[src/rtl/sha2_compress_iter.sv]
// Iterative SHA-2 compression core (SHA-256 / SHA-512).
// Latches an initial hash, applies one round per accepted (w,k) beat, then
// adds the initial hash back in and holds the digest until downstream takes it.
//
//   state | meaning
//   ------+----------------------------------------------------------
//   IDLE  | waiting for an initial hash (start_rdy_o high)
//   RUN   | consuming one (w,k) beat per handshake, one round each
//   FEED  | single cycle: digest = working regs + saved initial hash
//   DONE  | digest presented, held until out_vld_o & out_rdy_i
module sha2_compress_iter #(
    parameter int WORD   = 32,
    parameter int ROUNDS = 64
) (
    input  logic              clk_i,
    input  logic              rst_n_i,
    input  logic              clr_i,
    input  logic [8*WORD-1:0] in_hash_i,
    input  logic              start_vld_i,
    output logic              start_rdy_o,
    input  logic [WORD-1:0]   w_i,
    input  logic [WORD-1:0]   k_i,
    input  logic              wk_vld_i,
    output logic              wk_rdy_o,
    output logic [8*WORD-1:0] out_hash_o,
    output logic              out_vld_o,
    input  logic              out_rdy_i,
    output logic              busy_o
);

    localparam int CNT_W = $clog2(ROUNDS + 1);

    // Sigma rotation amounts; the SHA-512 set is used only when WORD == 64.
    localparam int R1 = (WORD == 64) ? 14 : 6;
    localparam int R2 = (WORD == 64) ? 18 : 11;
    localparam int R3 = (WORD == 64) ? 41 : 25;
    localparam int R4 = (WORD == 64) ? 28 : 2;
    localparam int R5 = (WORD == 64) ? 34 : 13;
    localparam int R6 = (WORD == 64) ? 39 : 22;

    generate
        if (WORD != 32 && WORD != 64) begin : g_bad_word
            $error("sha2_compress_iter: WORD must be 32 or 64");
        end
        if (ROUNDS < 1 || ROUNDS > 80) begin : g_bad_rounds
            $error("sha2_compress_iter: ROUNDS must be in 1..80");
        end
    endgenerate

    typedef enum logic [1:0] {
        S_IDLE = 2'd0,
        S_RUN  = 2'd1,
        S_FEED = 2'd2,
        S_DONE = 2'd3
    } state_t;

    state_t state_q, state_d;

    logic [CNT_W-1:0]       cnt_q, cnt_d;
    logic [7:0][WORD-1:0]   work_q, work_d;
    logic [7:0][WORD-1:0]   init_q, init_d;
    logic [7:0][WORD-1:0]   out_hash_q, out_hash_d;
    logic                   out_vld_q, out_vld_d;

    logic [7:0][WORD-1:0]   round_res;
    logic [7:0][WORD-1:0]   feed_sum;
    logic [WORD-1:0]        s0, s1, ch, maj, t1, t2;
    logic                   start_fire, wk_fire, last_beat;

    function automatic logic [WORD-1:0] rotr(input logic [WORD-1:0] x, input int n);
        return (x >> n) | (x << (WORD - n));
    endfunction

    assign start_fire = start_vld_i & start_rdy_o;
    assign wk_fire    = wk_vld_i & wk_rdy_o;
    assign last_beat  = wk_fire && (cnt_q == CNT_W'(ROUNDS - 1));

    // One SHA-2 round on the working registers (a = word 0 ... h = word 7).
    assign s1  = rotr(work_q[4], R1) ^ rotr(work_q[4], R2) ^ rotr(work_q[4], R3);
    assign ch  = (work_q[4] & work_q[5]) ^ (~work_q[4] & work_q[6]);
    assign s0  = rotr(work_q[0], R4) ^ rotr(work_q[0], R5) ^ rotr(work_q[0], R6);
    assign maj = (work_q[0] & work_q[1]) ^ (work_q[0] & work_q[2]) ^ (work_q[1] & work_q[2]);
    assign t1  = work_q[7] + s1 + ch + k_i + w_i;
    assign t2  = s0 + maj;

    assign round_res = {work_q[6], work_q[5], work_q[4], work_q[3] + t1,
                        work_q[2], work_q[1], work_q[0], t1 + t2};

    // Feed-forward sum of working words and saved initial hash.
    always_comb begin
        feed_sum = '0;
        for (int i = 0; i < 8; i++) begin
            feed_sum[i] = work_q[i] + init_q[i];
        end
    end

    // FSM state register.
    always_ff @(posedge clk_i or negedge rst_n_i) begin
        if (!rst_n_i) begin
            state_q <= S_IDLE;
        end else begin
            state_q <= state_d;
        end
    end

    // FSM next-state logic; clr overrides every transition.
    always_comb begin
        state_d = state_q;
        if (clr_i) begin
            state_d = S_IDLE;
        end else begin
            case (state_q)
                S_IDLE:  if (start_fire) state_d = S_RUN;
                S_RUN:   if (last_beat) state_d = S_FEED;
                S_FEED:  state_d = S_DONE;
                S_DONE:  if (out_vld_q && out_rdy_i) state_d = S_IDLE;
                default: state_d = S_IDLE;
            endcase
        end
    end

    // FSM outputs (handshake readies and busy).
    always_comb begin
        start_rdy_o = (state_q == S_IDLE);
        wk_rdy_o    = (state_q == S_RUN);
        busy_o      = (state_q != S_IDLE);
    end

    // Datapath next-state: latch, round, feed-forward, output handshake.
    always_comb begin
        cnt_d      = cnt_q;
        work_d     = work_q;
        init_d     = init_q;
        out_hash_d = out_hash_q;
        out_vld_d  = out_vld_q;
        if (clr_i) begin
            cnt_d     = '0;
            out_vld_d = 1'b0;
        end else begin
            case (state_q)
                S_IDLE: begin
                    if (start_fire) begin
                        work_d = in_hash_i;
                        init_d = in_hash_i;
                        cnt_d  = '0;
                    end
                end
                S_RUN: begin
                    if (wk_fire) begin
                        work_d = round_res;
                        cnt_d  = cnt_q + 1'b1;
                    end
                end
                S_FEED: begin
                    out_hash_d = feed_sum;
                    out_vld_d  = 1'b1;
                end
                S_DONE: begin
                    if (out_rdy_i) out_vld_d = 1'b0;
                end
                default: ;
            endcase
        end
    end

    // Datapath registers.
    always_ff @(posedge clk_i or negedge rst_n_i) begin
        if (!rst_n_i) begin
            cnt_q      <= '0;
            work_q     <= '0;
            init_q     <= '0;
            out_hash_q <= '0;
            out_vld_q  <= 1'b0;
        end else begin
            cnt_q      <= cnt_d;
            work_q     <= work_d;
            init_q     <= init_d;
            out_hash_q <= out_hash_d;
            out_vld_q  <= out_vld_d;
        end
    end

    assign out_hash_o = out_hash_q;
    assign out_vld_o  = out_vld_q;

endmodule

[config.mk]
export PLATFORM = sky130hd
export DESIGN_NAME = sha2_compress_iter
export DESIGN_NICKNAME = d
export VERILOG_FILES = /design/src/rtl/sha2_compress_iter.sv
export SDC_FILE = /design/constraint.sdc
export NUM_CORES = 2
export LEC_CHECK = 0
export ABC_CLOCK_PERIOD_IN_PS = 16300
export CAP_MARGIN = 20
export CORE_ASPECT_RATIO = 1.1
export CORE_MARGIN = 4
export CORE_UTILIZATION = 45
export CTS_CLUSTER_DIAMETER = 50
export DETAILED_ROUTE_END_ITERATION = 10
export PLACE_DENSITY_LB_ADDON = 0.15
export SETUP_SLACK_MARGIN = 0.2
export SYNTH_ARGS = -nofsm -noshare
export SYNTH_HDL_FRONTEND = slang
export SYNTH_SLANG_ARGS = --single-unit
[constraint.sdc]
create_clock -name clk_i -period 16.3 [get_ports clk_i]
set_input_delay 1.63 -clock clk_i [delete_from_list [all_inputs] [get_ports clk_i]]
set_output_delay 1.63 -clock clk_i [all_outputs]
set_load 0.01 [all_outputs]
Word level (Yosys, flattened, before mapping)
Cells that the tools add are included.
{"block": "classes", "n_addsub": 16, "eq_ne": 11, "muxes": 15, "bitwise_logic": 22, "n_reduce_logical": 13}
{"operator": "$mux W256", "count": 2}
{"operator": "$pmux W256 S2", "count": 1}
{"operator": "$add A32 B32 Y32", "count": 15}
{"operator": "$xor A32 B32 Y32", "count": 7}
{"operator": "$and A32 B32 Y32", "count": 5}
{"operator": "$not A32 Y32", "count": 1}
{"operator": "$or A10 B32 Y32", "count": 1}
{"operator": "$or A19 B32 Y32", "count": 1}
{"operator": "$or A21 B32 Y32", "count": 1}
{"operator": "$or A26 B32 Y32", "count": 1}
{"operator": "$or A30 B32 Y32", "count": 1}
{"operator": "$or A7 B32 Y32", "count": 1}
{"operator": "$mux W7", "count": 3}
{"operator": "$pmux W7 S2", "count": 1}
{"operator": "$ne A3 B2 Y1 const B", "count": 3}
{"operator": "$reduce_and A3 Y1", "count": 3}
{"operator": "$mux W2", "count": 4}
{"operator": "$pmux W2 S4", "count": 1}
{"operator": "$add A7 B1 Y7 const B", "count": 1}
{"operator": "$eq A7 B6 Y1 const B", "count": 1}
{"operator": "$ne A3 B3 Y1 const B", "count": 2}
{"operator": "$reduce_bool A3 Y1", "count": 2}
{"operator": "$eq A2 B2 Y1 const B", "count": 2}
{"operator": "$ne A2 B1 Y1 const B", "count": 2}
{"operator": "10 further kinds", "count": 15}
{"block": "totals", "ff_bits": 778, "output_inout_bits": 260, "word_cells": 104}

Depth between registers and ports, before layout
{"block": "logic_depth", "word_depth": 10, "depth_mapped": 32, "ltp_nobuf": 32}

Least setup slack after synthesis
No wires, ideal clock.
{"block": "synth_path", "kind": "in2reg", "start": "input w_i[2]", "end": "register work_q, in the netlist round_res[63]", "arrival_time_ns": 7.832, "required_time_ns": 16.224, "path_slack_ns": 8.392, "cell_stages": 28, "path_buffers": 0, "cell_sequence": "inv_1 -> fa_1 -> inv_1 -> fa_1 -> inv_1 -> fa_1 -> inv_1 -> ha_1 -> a21o_1 -> a21oi_1 -> o21bai_1 -> a21oi_1 -> or4b_1 -> a2111oi_0 -> o21a_1 -> nor2_1 -> xnor2_1 -> fa_1 -> ha_1 -> a21o_1 -> a21oi_1 -> nand2_1 -> nand4bb_1 -> a41o_1 -> a221o_1 -> a21oi_1 -> xnor3_1 -> o21ai_1"}
{"block": "synth_via", "elab_chain_len": 4}
{"element": "from (decl)", "line_no": "21", "source": "input logic [WORD-1:0] w_i,"}
{"element": "$add A32 B32 Y32", "line_no": "83", "source": "assign t1 = work_q[7] + s1 + ch + k_i + w_i;"}
{"element": "$add A32 B32 Y32", "line_no": "87", "source": "work_q[2], work_q[1], work_q[0], t1 + t2};"}
{"element": "$mux W256", "line_no": "149", "source": "if (wk_fire) begin"}
{"element": "$pmux W256 S2", "line_no": "140", "source": "case (state_q)"}
{"element": "to (signal assigned)", "line_no": "176", "source": "work_q <= work_d;"}
{"element": "to (decl)", "line_no": "60", "source": "logic [7:0][WORD-1:0] work_q, work_d;"}
No other way between the ends. The select of a mux whose other input is x is not followed.
A chain may end at the register's enable or synchronous reset.

Worst setup path in the final report
{"block": "layout_path", "start": "input w_i[1]", "end": "register work_q, in the netlist round_res[62]"}
The elaborated chain is that of the path after synthesis.

==> results.tsv <==
stage	metric	value	unit
place	dp_hpwl	147900	µm
synthesis	syn_area	51820	µm²
place	portBuffers	585	
layout	seqCellArea	19470	µm²
timing	grt_setup_unrepaired	no	
critical_path	cp.required	16.89	ns
synthesis	syn_inst	5367	
route	met1_length	75830	µm
critical_path	criticalPathCategory	input pin to register	
timing	clock_skew	0.02206	ns
synthesis	synth_cell_types	83	
layout	synthToLayoutAreaGrowth	21.50	%
flow_run	maxCapViolCount	0	
layout	multi_input_area	30190	µm²
floorplanning	fp.dieW	331.6	µm
critical_path	end_kind	register	
critical_path	crit_fanout	6	
global_route	antenna_found_initial	17	
clocking	cts_resized	0	
clocking	clockRootBuffer	clkbuf_16	
clocking	holdBufCountCts	0	
place	placed_cell_area	59100	µm²
clocking	cts_buffers	110	
route	drt.antenna.violating_nets	0	
timing	setup_ws	7.720	ns
route	routedWlPerCell	25.09	µm
synthesis	yosys_register_bits	778	
synthesis	yosysWarnings	0	
route	routed.top_layer	met5	
synthesis	yosys-top-cells-area	dfrtp_1 (38%), ha_1 (8.4%), mux2_2 (5.8%)	
global_route	track_usage	30.48	%
layout	layout_common_cells	dfrtp_1 (778), nand2_1 (634), clkdlybuf4s50_1 (584)	
floorplanning	die_h	363.9	µm
clocking	cts.path.max_buffers	3	
floorplanning	io_pins	586	
global_route	grt_max_degree	240	
timing	worst_pin_slew	1.195	ns
timing	drv_slew	0	
timing	period_needed	8.580	ns
synthesis	synth_nets	6173	
outcome	status	finished, final reports clean	
timing	finalHoldViolations	0	
min_path	hp-class	register to register	
clocking	cts_sinks	778	
timing	fmax	116.6	MHz
synthesis	yosysTopAreaCell	dfrtp_1	
timing	tns	0	ns
critical_path	reg2reg_slack	8.45	ns
route	routed_wl	187800	µm
critical_path	cp_data_arrival_time	9.17	ns
timing	period_share	52.64	%
layout	fill_cells	10170	
layout	fin_area	62970	µm²
clocking	cts_setup_buffers	0	
route	viasPerCell	5.612	
clocking	htree_num_levels	3	
floorplanning	initial_core_util	45.32	%
floorplanning	rows	130	
route	num_vias	42020	
synthesis	synth.top_cell.area_share	37.57	%
layout	final_common_cell	dfrtp_1	
timing	hold_ws	0.4692	ns
route	wl_met2	91660	µm
clocking	cts_tree	built	
critical_path	startpoint_type	input pin	
route	drc_errors	0	
synthesis	synth-main-ff-cell	dfrtp_1	
clocking	clk_latency	0.73	ns
floorplanning	core	114300	µm²
global_route	gr-total-overflow	0	
layout	drive_gt1_share	9.387	%
route	drt-pass1-iter-count	5	
floorplanning	die_area	120700	µm²
place	place_congestion	0.9613	
route	drt-initial-drc-count	2798	
synthesis	syn_avg_cell_area	9.656	µm²
synthesis	async_reset_ff_share	100.0	%
clocking	path_clk_slew	0.06	ns
global_route	grt_pass1_wl	275900	µm
synthesis	synth_edf_count	0	
synthesis	ys_seq_area_share	37.57	%
place	preCtsSetupSlack	7.070	ns
global_route	grt_pass1_vias	41700	
timing	relSlewSlack	20.33	%
timing	setup_viol	0	
layout	layout.nets	6666	
route	wl_met3	10150	µm
==> path summary, 6_finish.rpt <==
kind                                        startpoint  depth (start not counted)                     endpoint
max                                             w_i[1]                         26    round_res[62]$_DFFE_PN0P_
min                        out_hash_o[218]$_DFFE_PN0P_                          2  out_hash_o[218]$_DFFE_PN0P_
max reg2reg                    work_q[225]$_DFFE_PN0P_                         25    round_res[62]$_DFFE_PN0P_
min reg2reg                out_hash_o[218]$_DFFE_PN0P_                          2  out_hash_o[218]$_DFFE_PN0P_
max in group asynchronous                      rst_n_i                          4       init_q[86]$_DFFE_PN0P_
min in group asynchronous                      rst_n_i                          1  out_hash_o[184]$_DFFE_PN0P_
==> kinds of logic after synthesis <==
| logic type | after synthesis | synth area share (%) |
|---|---|---|
| simple gates | 1130 | 9.674 |
| fa+ha+maj | 502 | 13.94 |
| flops | 778 | 37.57 |
| mux | 524 | 10.77 |
| buf+inv | 587 | 4.254 |
| xor+xnor | 437 | 7.453 |
| compound gates | 1409 | 16.35 |
==> cells in the mapped netlist (all sizes together) (9+ instances only) <==
library cell	instances
dfrtp	778
o21ai	636
nand2	634
ha	347
inv	333
xnor2	277
a21oi	271
mux2	267
mux2i	257
clkbuf	243
a21o	197
nor2	165
xor2	158
fa	133
nand3	57
nor3	49
o21bai	45
a31oi	43
nand2b	43
nor2b	42
o21a	42
a211oi	30
and3	25
o31ai	25
nand4	24
maj3	22
or3	21
and2	16
a21boi	13
nor3b	13
o211ai	13
buf	11
or2	11
a2111oi	9
==> per-stage QoR <==
| stage | std cells | utilization, % |
|---|---|---|
| 2_1_floorplan | 5367 | - |
| 3_3_place_gp | 7265 | 51.68 |
| 3_5_place_dp | 7266 | 51.69 |
| 4_1_cts | 7473 | 55.04 |
| 5_1_grt | 7482 | 55.06 |
| 6_report | 7486 | 55.07 |
==> worst max-delay path, cell delays in order <==
cell and delay [ns]:
clkdlybuf4s50_1 0.46, inv_1 0.05, fa_1 0.66, fa_1 0.48
fa_1 0.51, inv_1 0.05, ha_1 0.20, fa_1 0.48
a211oi_1 0.47, o21bai_4 0.15, nand2_1 0.08, nand2_1 0.05
a21o_1 0.18, a21oi_1 0.16, xnor2_1 0.31, fa_1 0.53
ha_1 0.38, a2111o_1 0.41, a311oi_1 0.43, nor2_1 0.21
a21oi_1 0.26, a211oi_1 0.17, a31o_2 0.31, a221oi_1 0.29
xor2_1 0.18, o21ai_0 0.08
==> state kept, by name, summed over array words and instances (netlist names) <==
| signal | flops |
|---|---|
| out_vld_o | 1 |
| out_hash_o | 256 |
| work_q | 64 |
| init_q | 256 |
| cnt_q | 7 |
| state_q | 2 |
| round_res | 192 |
==> final cells by class <==
class                      instances  share of cell area (%)
tap                             1518                   3.016
clock inverter                    68                   1.117
clock buffer                     139                   4.966
sequential                       778                   30.92
inverter                         333                   1.985
antenna                           13                 0.05166
timing repair buffer             635                   10.00
multi-input combinational       4002                   47.94
==> routing by layer <==
metal | track usage [%] | vias up
li1 | - | 19690
met1 | 37.50 | 20650
met2 | 52.12 | 1302
met3 | 4.981 | 367
met4 | 15.19 | 8
met5 | 0 | -
Power is not shown: default switching activity piles up to over one toggle a cycle in this logic, so the estimate is an artifact.
